==> src/rtl/slot_reel_ctrl_pkg.sv <==
// Shared types and constants for the slot reel controller.
package slot_pkg;

    typedef enum logic [1:0] {
        ST_IDLE   = 2'd0,
        ST_SPIN   = 2'd1,
        ST_RESULT = 2'd2
    } state_e;

    localparam int              DIGIT_W       = 4;
    localparam logic [DIGIT_W-1:0] DIGIT_MAX  = 4'd9;

    // Fibonacci taps 16,14,13,11 -> bits 15,13,12,10.
    localparam logic [15:0]     LFSR_SEED_DEF = 16'hACE1;
    localparam logic [15:0]     LFSR_TAPS     = 16'hB400;

endpackage

==> src/rtl/slot_reel_ctrl_reel.sv <==
// One decimal reel: holds a digit 0..9, advances by 1 or 2 per step while running.
module slot_reel
    import slot_pkg::*;
(
    input  logic               clk,
    input  logic               rst,
    input  logic               run,
    input  logic               step,
    input  logic               adv2,
    input  logic               load0,
    output logic [DIGIT_W-1:0] digit
);

    localparam logic [DIGIT_W-1:0] DIGIT_MOD = DIGIT_MAX + 1'b1;

    logic [DIGIT_W-1:0] r_digit;
    logic [DIGIT_W-1:0] w_inc;
    logic [DIGIT_W-1:0] w_sum;
    logic [DIGIT_W-1:0] w_next;

    // Sum never exceeds 11, so the plain 4-bit add cannot overflow before the wrap.
    always_comb begin
        w_inc  = {{(DIGIT_W-1){1'b0}}, 1'b1} + {{(DIGIT_W-1){1'b0}}, adv2};
        w_sum  = r_digit + w_inc;
        w_next = (w_sum > DIGIT_MAX) ? (w_sum - DIGIT_MOD) : w_sum;
    end

    always_ff @(posedge clk) begin
        if (rst) begin
            r_digit <= '0;
        end else if (load0) begin
            r_digit <= '0;
        end else if (run && step) begin
            r_digit <= w_next;
        end
    end

    assign digit = r_digit;

endmodule

==> src/rtl/slot_reel_ctrl.sv <==
// Spin sequencer: gates spins on bet/credit, steps three reels, stops them in turn and publishes won.
module slot_reel_ctrl
    import slot_pkg::*;
#(
    parameter int          SPIN_TICKS = 4,
    parameter int          SPIN_STEPS = 8,
    parameter int          STOP_GAP   = 3,
    parameter logic [15:0] SEED       = 16'hACE1,
    parameter int          RIG        = 0
) (
    input  logic       clk,
    input  logic       rst,
    input  logic       spin,
    input  logic [3:0] bet,
    input  logic [3:0] sto,
    output logic       pause,
    output logic       won,
    output logic [3:0] reel0,
    output logic [3:0] reel1,
    output logic [3:0] reel2,
    output logic       reject,
    output logic       done
);

    localparam int TOTAL  = SPIN_STEPS + 2 * STOP_GAP;
    localparam int STEP_W = $clog2(TOTAL + 1);
    localparam int TICK_W = (SPIN_TICKS > 1) ? $clog2(SPIN_TICKS) : 1;

    localparam logic [15:0]       SEED_EFF  = (SEED == 16'h0000) ? LFSR_SEED_DEF : SEED;
    localparam logic [TICK_W-1:0] TICK_LAST = TICK_W'(SPIN_TICKS - 1);
    localparam logic [STEP_W-1:0] STEP_END  = STEP_W'(TOTAL);

    state_e              r_state;
    logic                r_spin_q;
    logic [15:0]         r_lfsr;
    logic [TICK_W-1:0]   r_tick;
    logic [STEP_W-1:0]   r_step;
    logic                r_won;
    logic                r_reject;
    logic                r_done;

    logic                w_spin_re;
    logic                w_bet_ok;
    logic                w_idle;
    logic                w_accept;
    logic                w_step;
    logic                w_load0;
    logic                w_fb;
    logic [STEP_W-1:0]   w_step_nx;
    logic [2:0][DIGIT_W-1:0] w_digit;

    always_comb begin
        w_spin_re = spin & ~r_spin_q;
        w_bet_ok  = (bet != 4'd0) && (bet <= sto);
        w_idle    = (r_state == ST_IDLE);
        w_accept  = w_idle && w_spin_re && w_bet_ok;
        w_step    = (r_state == ST_SPIN) && (r_tick == TICK_LAST);
        w_load0   = (RIG != 0) && w_accept;
        w_fb      = ^(r_lfsr & LFSR_TAPS);
        w_step_nx = r_step + 1'b1;
    end

    // A reel runs while the step count is below its own stop point; stops are staggered by STOP_GAP.
    for (genvar k = 0; k < 3; k++) begin : g_reel
        localparam logic [STEP_W-1:0] STOP_K = STEP_W'(SPIN_STEPS + k * STOP_GAP);

        logic w_run;
        logic w_adv2;

        always_comb begin
            w_run  = (r_state == ST_SPIN) && (r_step < STOP_K);
            w_adv2 = (RIG != 0) ? 1'b0 : r_lfsr[k];
        end

        slot_reel u_reel (
            .clk   (clk),
            .rst   (rst),
            .run   (w_run),
            .step  (w_step),
            .adv2  (w_adv2),
            .load0 (w_load0),
            .digit (w_digit[k])
        );
    end

    always_ff @(posedge clk) begin
        if (rst) begin
            r_state  <= ST_IDLE;
            r_spin_q <= 1'b0;
            r_lfsr   <= SEED_EFF;
            r_tick   <= '0;
            r_step   <= '0;
            r_won    <= 1'b0;
            r_reject <= 1'b0;
            r_done   <= 1'b0;
        end else begin
            r_spin_q <= spin;
            r_lfsr   <= {r_lfsr[14:0], w_fb};
            r_reject <= w_idle && w_spin_re && !w_bet_ok;
            r_done   <= (r_state == ST_RESULT);
            case (r_state)
                ST_IDLE: begin
                    if (w_accept) begin
                        r_state <= ST_SPIN;
                        r_tick  <= '0;
                        r_step  <= '0;
                        r_won   <= 1'b0;
                    end
                end
                ST_SPIN: begin
                    if (w_step) begin
                        r_tick <= '0;
                        r_step <= w_step_nx;
                        if (w_step_nx == STEP_END) begin
                            r_state <= ST_RESULT;
                        end
                    end else begin
                        r_tick <= r_tick + 1'b1;
                    end
                end
                ST_RESULT: begin
                    // All reels have stopped by now, so the comparison sees final digits.
                    r_won   <= (w_digit[0] == w_digit[1]) && (w_digit[1] == w_digit[2]);
                    r_state <= ST_IDLE;
                end
                default: begin
                    r_state <= ST_IDLE;
                end
            endcase
        end
    end

    assign pause  = (r_state == ST_IDLE);
    assign won    = r_won;
    assign reel0  = w_digit[0];
    assign reel1  = w_digit[1];
    assign reel2  = w_digit[2];
    assign reject = r_reject;
    assign done   = r_done;

endmodule

==> config.mk <==
export PLATFORM = sky130hd
export DESIGN_NAME = slot_reel_ctrl
export DESIGN_NICKNAME = d
export VERILOG_FILES = /design/src/rtl/slot_reel_ctrl_pkg.sv /design/src/rtl/slot_reel_ctrl_reel.sv /design/src/rtl/slot_reel_ctrl.sv
export SDC_FILE = /design/constraint.sdc
export NUM_CORES = 1
export LEC_CHECK = 0
export ABC_AREA = 1
export CORE_ASPECT_RATIO = 1.4
export CORE_UTILIZATION = 55
export DETAILED_ROUTE_END_ITERATION = 7
export HOLD_SLACK_MARGIN = 0.15
export PLACE_DENSITY_LB_ADDON = 0.3
export SLEW_MARGIN = 30
export SYNTH_ARGS = -nofsm -noshare
export SYNTH_HDL_FRONTEND = slang
export SYNTH_SLANG_ARGS = --single-unit
==> constraint.sdc <==
create_clock -name clk -period 2.25 [get_ports clk]
set_input_delay 0.5625 -clock clk [delete_from_list [all_inputs] [get_ports clk]]
set_output_delay 0.5625 -clock clk [all_outputs]
set_load 0.01 [all_outputs]
=== Word level (Yosys, flattened, before mapping) ===
Cells that the tools add are included.

* Register bits after elaboration: 40
* Word-level logic and storage cells: 77

* Add/sub/neg operators: 11
* Magnitude comparators: 7
* Equality and inequality tests: 9
* Multiplexer cells: 15
* Bitwise gates (word level): 2
* Reductions and logical operators: 22

{| class="wikitable"
|+ Operator list
! kind !! number
|-
| two-way mux 4 bit || 5
|-
| parity 16 bit || 1
|-
| adder 4 bit || 3
|-
| greater-than comparator 4 bit (second input constant) || 3
|-
| logical AND 1 bit || 12
|-
| < comparator 4 bit (second input constant) || 3
|-
| subtractor 4 bit (second input constant) || 3
|-
| two-way mux 2 bit || 5
|-
| == test 4 bit || 2
|-
| one-hot mux 2 bit (2 select lines) || 2
|-
| one-hot mux 4 bit (2 select lines) || 1
|-
| adder 1 x 1 -> 2 bit (first input constant) || 3
|-
| inequality test 2 x 1 -> 1 bit (second input constant) || 3
|-
| AND reduction 3 bit || 2
|-
| adder 4 x 1 -> 4 bit (second input constant) || 1
|-
| == test 2 bit (second input constant) || 2
|-
| == test 4 bit (second input constant) || 1
|-
| less-or-equal comparator 4 bit || 1
|-
| AND reduction 2 bit || 2
|-
| nonzero test 2 bit || 2
|-
| nonzero test 4 bit || 1
|-
| adder 2 x 1 -> 2 bit (second input constant) || 1
|-
| == test 2 x 1 -> 1 bit (second input constant) || 1
|-
| zero test 2 bit || 1
|-
| 5 further kinds || 5
|}

=== Depth between registers and ports, before layout ===
* Depth in word-level cells: 6
* Mapped depth: 13
* Mapped depth without buffers: 12

=== By module ===
A second synthesis with hierarchy kept.

* Cell total of the unflattened synthesis: 268
* Area total of the unflattened synthesis: 2013.2 um^2

{| class="wikitable"
|+ Modules (own cells, without submodules)
! module !! instances !! cells each !! area each (um^2) !! seq. area each (um^2)
|-
| slot_reel_ctrl || 1 || 160 || 1258.7 || 560.5
|-
| slot_reel || 3 || 36 || 251.5 || 80.1
|}

=== Worst setup path before layout ===
Ideal clock, no wire load.

* Path kind: register -> register
* Start: register g_reel[0].u_reel.r_digit[0]
* End: register g_reel[0].u_reel.r_digit[2]
* Data arrival time: 1.709 ns
* Path slack: 0.424 ns
* Stages on the path, launching flop included: 10
* Period minus slack after synthesis: 1.826 ns
* Cell sequence: dfxtp_1 -> ha_1 -> inv_1 -> fa_1 -> xnor2_1 -> inv_1 -> ha_1 -> nor2_1 -> nor2_1 -> nor2_1

* Longest elaborated chain between the ends: 3
* Elaborated cells between the ends (all ways): 4
* Classes of those cells: add/sub: 2; order compare: 1; mux: 1

{| class="wikitable"
|+ RTL lines
! element !! line !! text
|-
| start: declaration || slot_reel_ctrl_reel.sv:16 || <nowiki>logic [DIGIT_W-1:0] r_digit;</nowiki>
|-
| start signal: assignment || slot_reel_ctrl_reel.sv:34 || <nowiki>r_digit <= w_next;</nowiki>
|-
| adder 4 bit (*) || slot_reel_ctrl_reel.sv:24 || <nowiki>w_sum = r_digit + w_inc;</nowiki>
|-
| subtractor 4 bit / greater-than comparator 4 bit (equally long branches) || slot_reel_ctrl_reel.sv:25 || <nowiki>w_next = (w_sum > DIGIT_MAX) ? (w_sum - DIGIT_MOD) : w_sum;</nowiki>
|-
| two-way mux 4 bit (*) || slot_reel_ctrl_reel.sv:25 ||
|}

Mark *: on every way between the ends. The rest lies on a longest branch, timed or not.
A chain may end at the register's enable or synchronous reset.

=== Worst setup path in the final report ===
* Start: input port sto[3]
* End: register r_step[2]

* Longest elaborated chain between the ends: 5

{| class="wikitable"
|+ RTL lines
! element !! line !! text
|-
| start: declaration || slot_reel_ctrl.sv:15 || <nowiki>input logic [3:0] sto,</nowiki>
|-
| less-or-equal comparator 4 bit || slot_reel_ctrl.sv:54 || <nowiki>w_bet_ok = (bet != 4'd0) && (bet <= sto);</nowiki>
|-
| logical AND 1 bit || slot_reel_ctrl.sv:54 ||
|-
| logical AND 1 bit || slot_reel_ctrl.sv:56 || <nowiki>w_accept = w_idle && w_spin_re && w_bet_ok;</nowiki>
|-
| inequality test 2 x 1 -> 1 bit (no source line) || - ||
|-
| AND reduction 3 bit (no source line) || - ||
|-
| end signal: assignment || slot_reel_ctrl.sv:113 || <nowiki>r_step <= w_step_nx;</nowiki>
|-
| end: declaration || slot_reel_ctrl.sv:37 || <nowiki>logic [STEP_W-1:0] r_step;</nowiki>
|}

No other way between the ends.

==> impl_metrics.ini <==
[floorplanning]
initial_utilization_pct = 58.3
dieWidth_um = 54.8
dieArea_um2 = 4150
ios = 27
die_h_um = 75.9
rows = 26
fp.coreArea_um2 = 3680

[place]
dp.cells = 345
gp_congestion = 0.845
place_worst_setup_slack_ns = -0.0899
portBuffers = 26
dp_hpwl_um = 3000

[sta]
worstMarginPinSlew_ns = 0.400
rsz0062_at_grt = no
hold-worst-slack_ns = 0.403
slew_headroom_pct = 73.3
period_needed_ns = 2.03
fmax_mhz = 493
hold_viol = 0
clock_skew_ns = 0.00196
setup_slack_ns = 0.221
drv_slew = 0
setup_viol_count_final = 0
fin_crit_sh_pct = 90.2

[layout]
fillCellCount = 332
antenna_cells = 0
final_cells = 352
layout.nets = 340
area_growth_pct = 18.4
drive_gt1_share_pct = 10.0

[synthesis]
synth_top_family_by_area = simple AND/OR/NAND/NOR gates
ys_ff_latch = 40
netlist_instances = 278
yosys.area_share.adder_pct = 12.1
post_synth.cell_area_avg_um2 = 7.71
synthSimpleGateAreaFrac_pct = 26.0
synth-compound-area-share_pct = 11.6
muxShareOfSynthArea_pct = 0
synthMostInstantiatedCell = inv_1
async_flop_share_pct = 0
synth_flop_cell = dfxtp_1
synth_commonest_cells = 47 x inv_1, 40 x dfxtp_1, 39 x nand2_1
synth_area_um2 = 2140
yosysSeqAreaShare_pct = 37.4
ys_types = 35
synthTopCellsByArea = dfxtp_1 37%, ha_1 9.3%, inv_1 8.2%, nand2_1 6.8%, nor2_1 6.0%
synth_nets = 308
synth_warnings = 0
yosys.area.top_type_share_pct = 37.4
yosysTopAreaCell = dfxtp_1
synth_edf_count = 0
synth_xor_area_share_pct = 3.21

[cts]
cts_hold_buf = 0
cts_inserted_buffers = 5
cts_max_level = 2
root_buffer = clkbuf_8
clk_pin_slew_ns = 0.07
cts_buffer_depth = 2
clkLatencyLatePin_ns = 0.29
clock_sinks = 40
cts_tree = built
post_cts_buffers = 0
cts_resized = 0

[route]
drt-initial-drc-count = 25
wl_per_cell_um = 11.6
vias = 1806
drc = 0
ant_nets = 0
drt-total-wl_um = 4090
dr.pass1.iters = 4
via_per_inst = 5.13

[global_route]
track_usage_pct = 22.8
antenna_found_initial = 0
grt_pass1_wl_um = 6760
grt_pass1_vias = 1616
grt_max_degree = 21
grt-ovfl-total = 0

[worst_setup_path]
path_delay_family = buffers and inverters
critPathBufInv = 2
startpoint_type = input pin
crit_type = in2reg
cp-end-kind = flip-flop
crit_arrival_ns = 2.22
crit_chain = clkdlybuf4s50_1 > inv_1 > ha_1 > a21oi_1 > nand2_1 > nand2_1 > nand3_1 > a21oi_1 > nor2_1
slowest_delay_ns = 0.45
crit_slowest_cell = clkdlybuf4s50_1
cp_max_fo = 11
crit_required_ns = 2.44

[pwr]
powerDensity_nw_per_um2 = 546
power_leakage_uw = 0.00118
worst_ir_drop_vdd_mv = 0.430

[flow_run]
max-cap-violations = 0

[outcome]
outcome = completed

[worst_hold_path]
hp-class = reg2reg
## placed cells by master, fill, tap and decap left out
cell type and instances:
buf_4 4, nand2_8 1, xor2_1 3, nand2_2 1, o21ai_1 6, a21oi_1 16
xnor2_1 3, or2_2 7, a31oi_1 1, inv_1 47, nand4_1 2, inv_4 1
fa_1 3, nand3_1 24, a31oi_4 1, nor2_8 1, o21ai_2 2, nand2_4 1
nand2_1 39, clkbuf_8 5, clkinv_2 1, and2_1 1, dfxtp_1 40, xor2_2 1
clkbuf_1 1, o21ai_0 12, nor2_4 1, ha_1 16, or3_1 1, a211oi_1 1
clkdlybuf4s50_1 26, nor3_2 1, a21oi_2 3, nor3_1 3, nor2_1 34
## worst reg2reg max path, stage by stage (launching register included)
cell	delay (ns)
dfxtp_1	0.32
inv_1	0.11
ha_1	0.19
inv_1	0.05
fa_1	0.37
xnor2_1	0.25
inv_1	0.09
ha_1	0.18
o21ai_0	0.20
a21oi_1	0.09
## per-layer routing
layer / part of all wire [%] / global-route usage (%)
met2: 49 / 39.8
met4: 1.8 / 9.40
met1: 44 / 26.2
met3: 4.7 / 4.79
met5: 0 / 0
## final timing paths
check,slack (ns),start,cells past startpoint,end
setup / recovery,0.22,sto[3],9,r_step[2]
hold / removal,0.40,r_lfsr[7],2,r_lfsr[8]
setup reg to reg,0.29,r_lfsr[0],9,g_reel[0].u_reel.digit[3]
hold reg to reg,0.40,r_lfsr[7],2,r_lfsr[8]
## cell families after synthesis
family,after synthesis
XOR/XNOR,7
flip-flops,40
adder cells (fa/ha/maj),19
AO/OA/AOI/OAI,42
buffers and inverters,53
AND/OR/NAND/NOR,117
## sequential cells by signal, summed over array words and instances (netlist names)
name                 cells
won                      1
r_spin_q                 1
g_reel.u_reel.digit     12
r_state                  2
done                     1
r_lfsr                  16
r_tick                   2
reject                   1
r_step                   4
## power by group
part	internal (uW)	total (uW)	switching [uW]
Sequential	740	764	23.7
Clock	211	447	236
Combinational	78.5	176	97.4
## stage by stage
stage	power [uW]	setup TNS (ns)	instance area, um2	util [%]
floorplan	903	0	2140	-
global placement	951	-0.155	2460	67.0
detailed placement	957	-0.502	2460	67.0
CTS	1400	0	2540	69.1
global route	1460	0	2540	69.1
finish	1390	0	2540	69.1
## cell type report
cell class	count	area [um2]	share of cell area, %
timing repair buffer	30	290	11.4
sequential	40	801	31.5
clock buffer	6	72.6	2.86
multi-input combinational	185	1130	44.7
inverter	48	183	7.20
clock inverter	1	5.00	0.197
tap	42	52.6	2.07
Power figures use the tool's default switching activity.
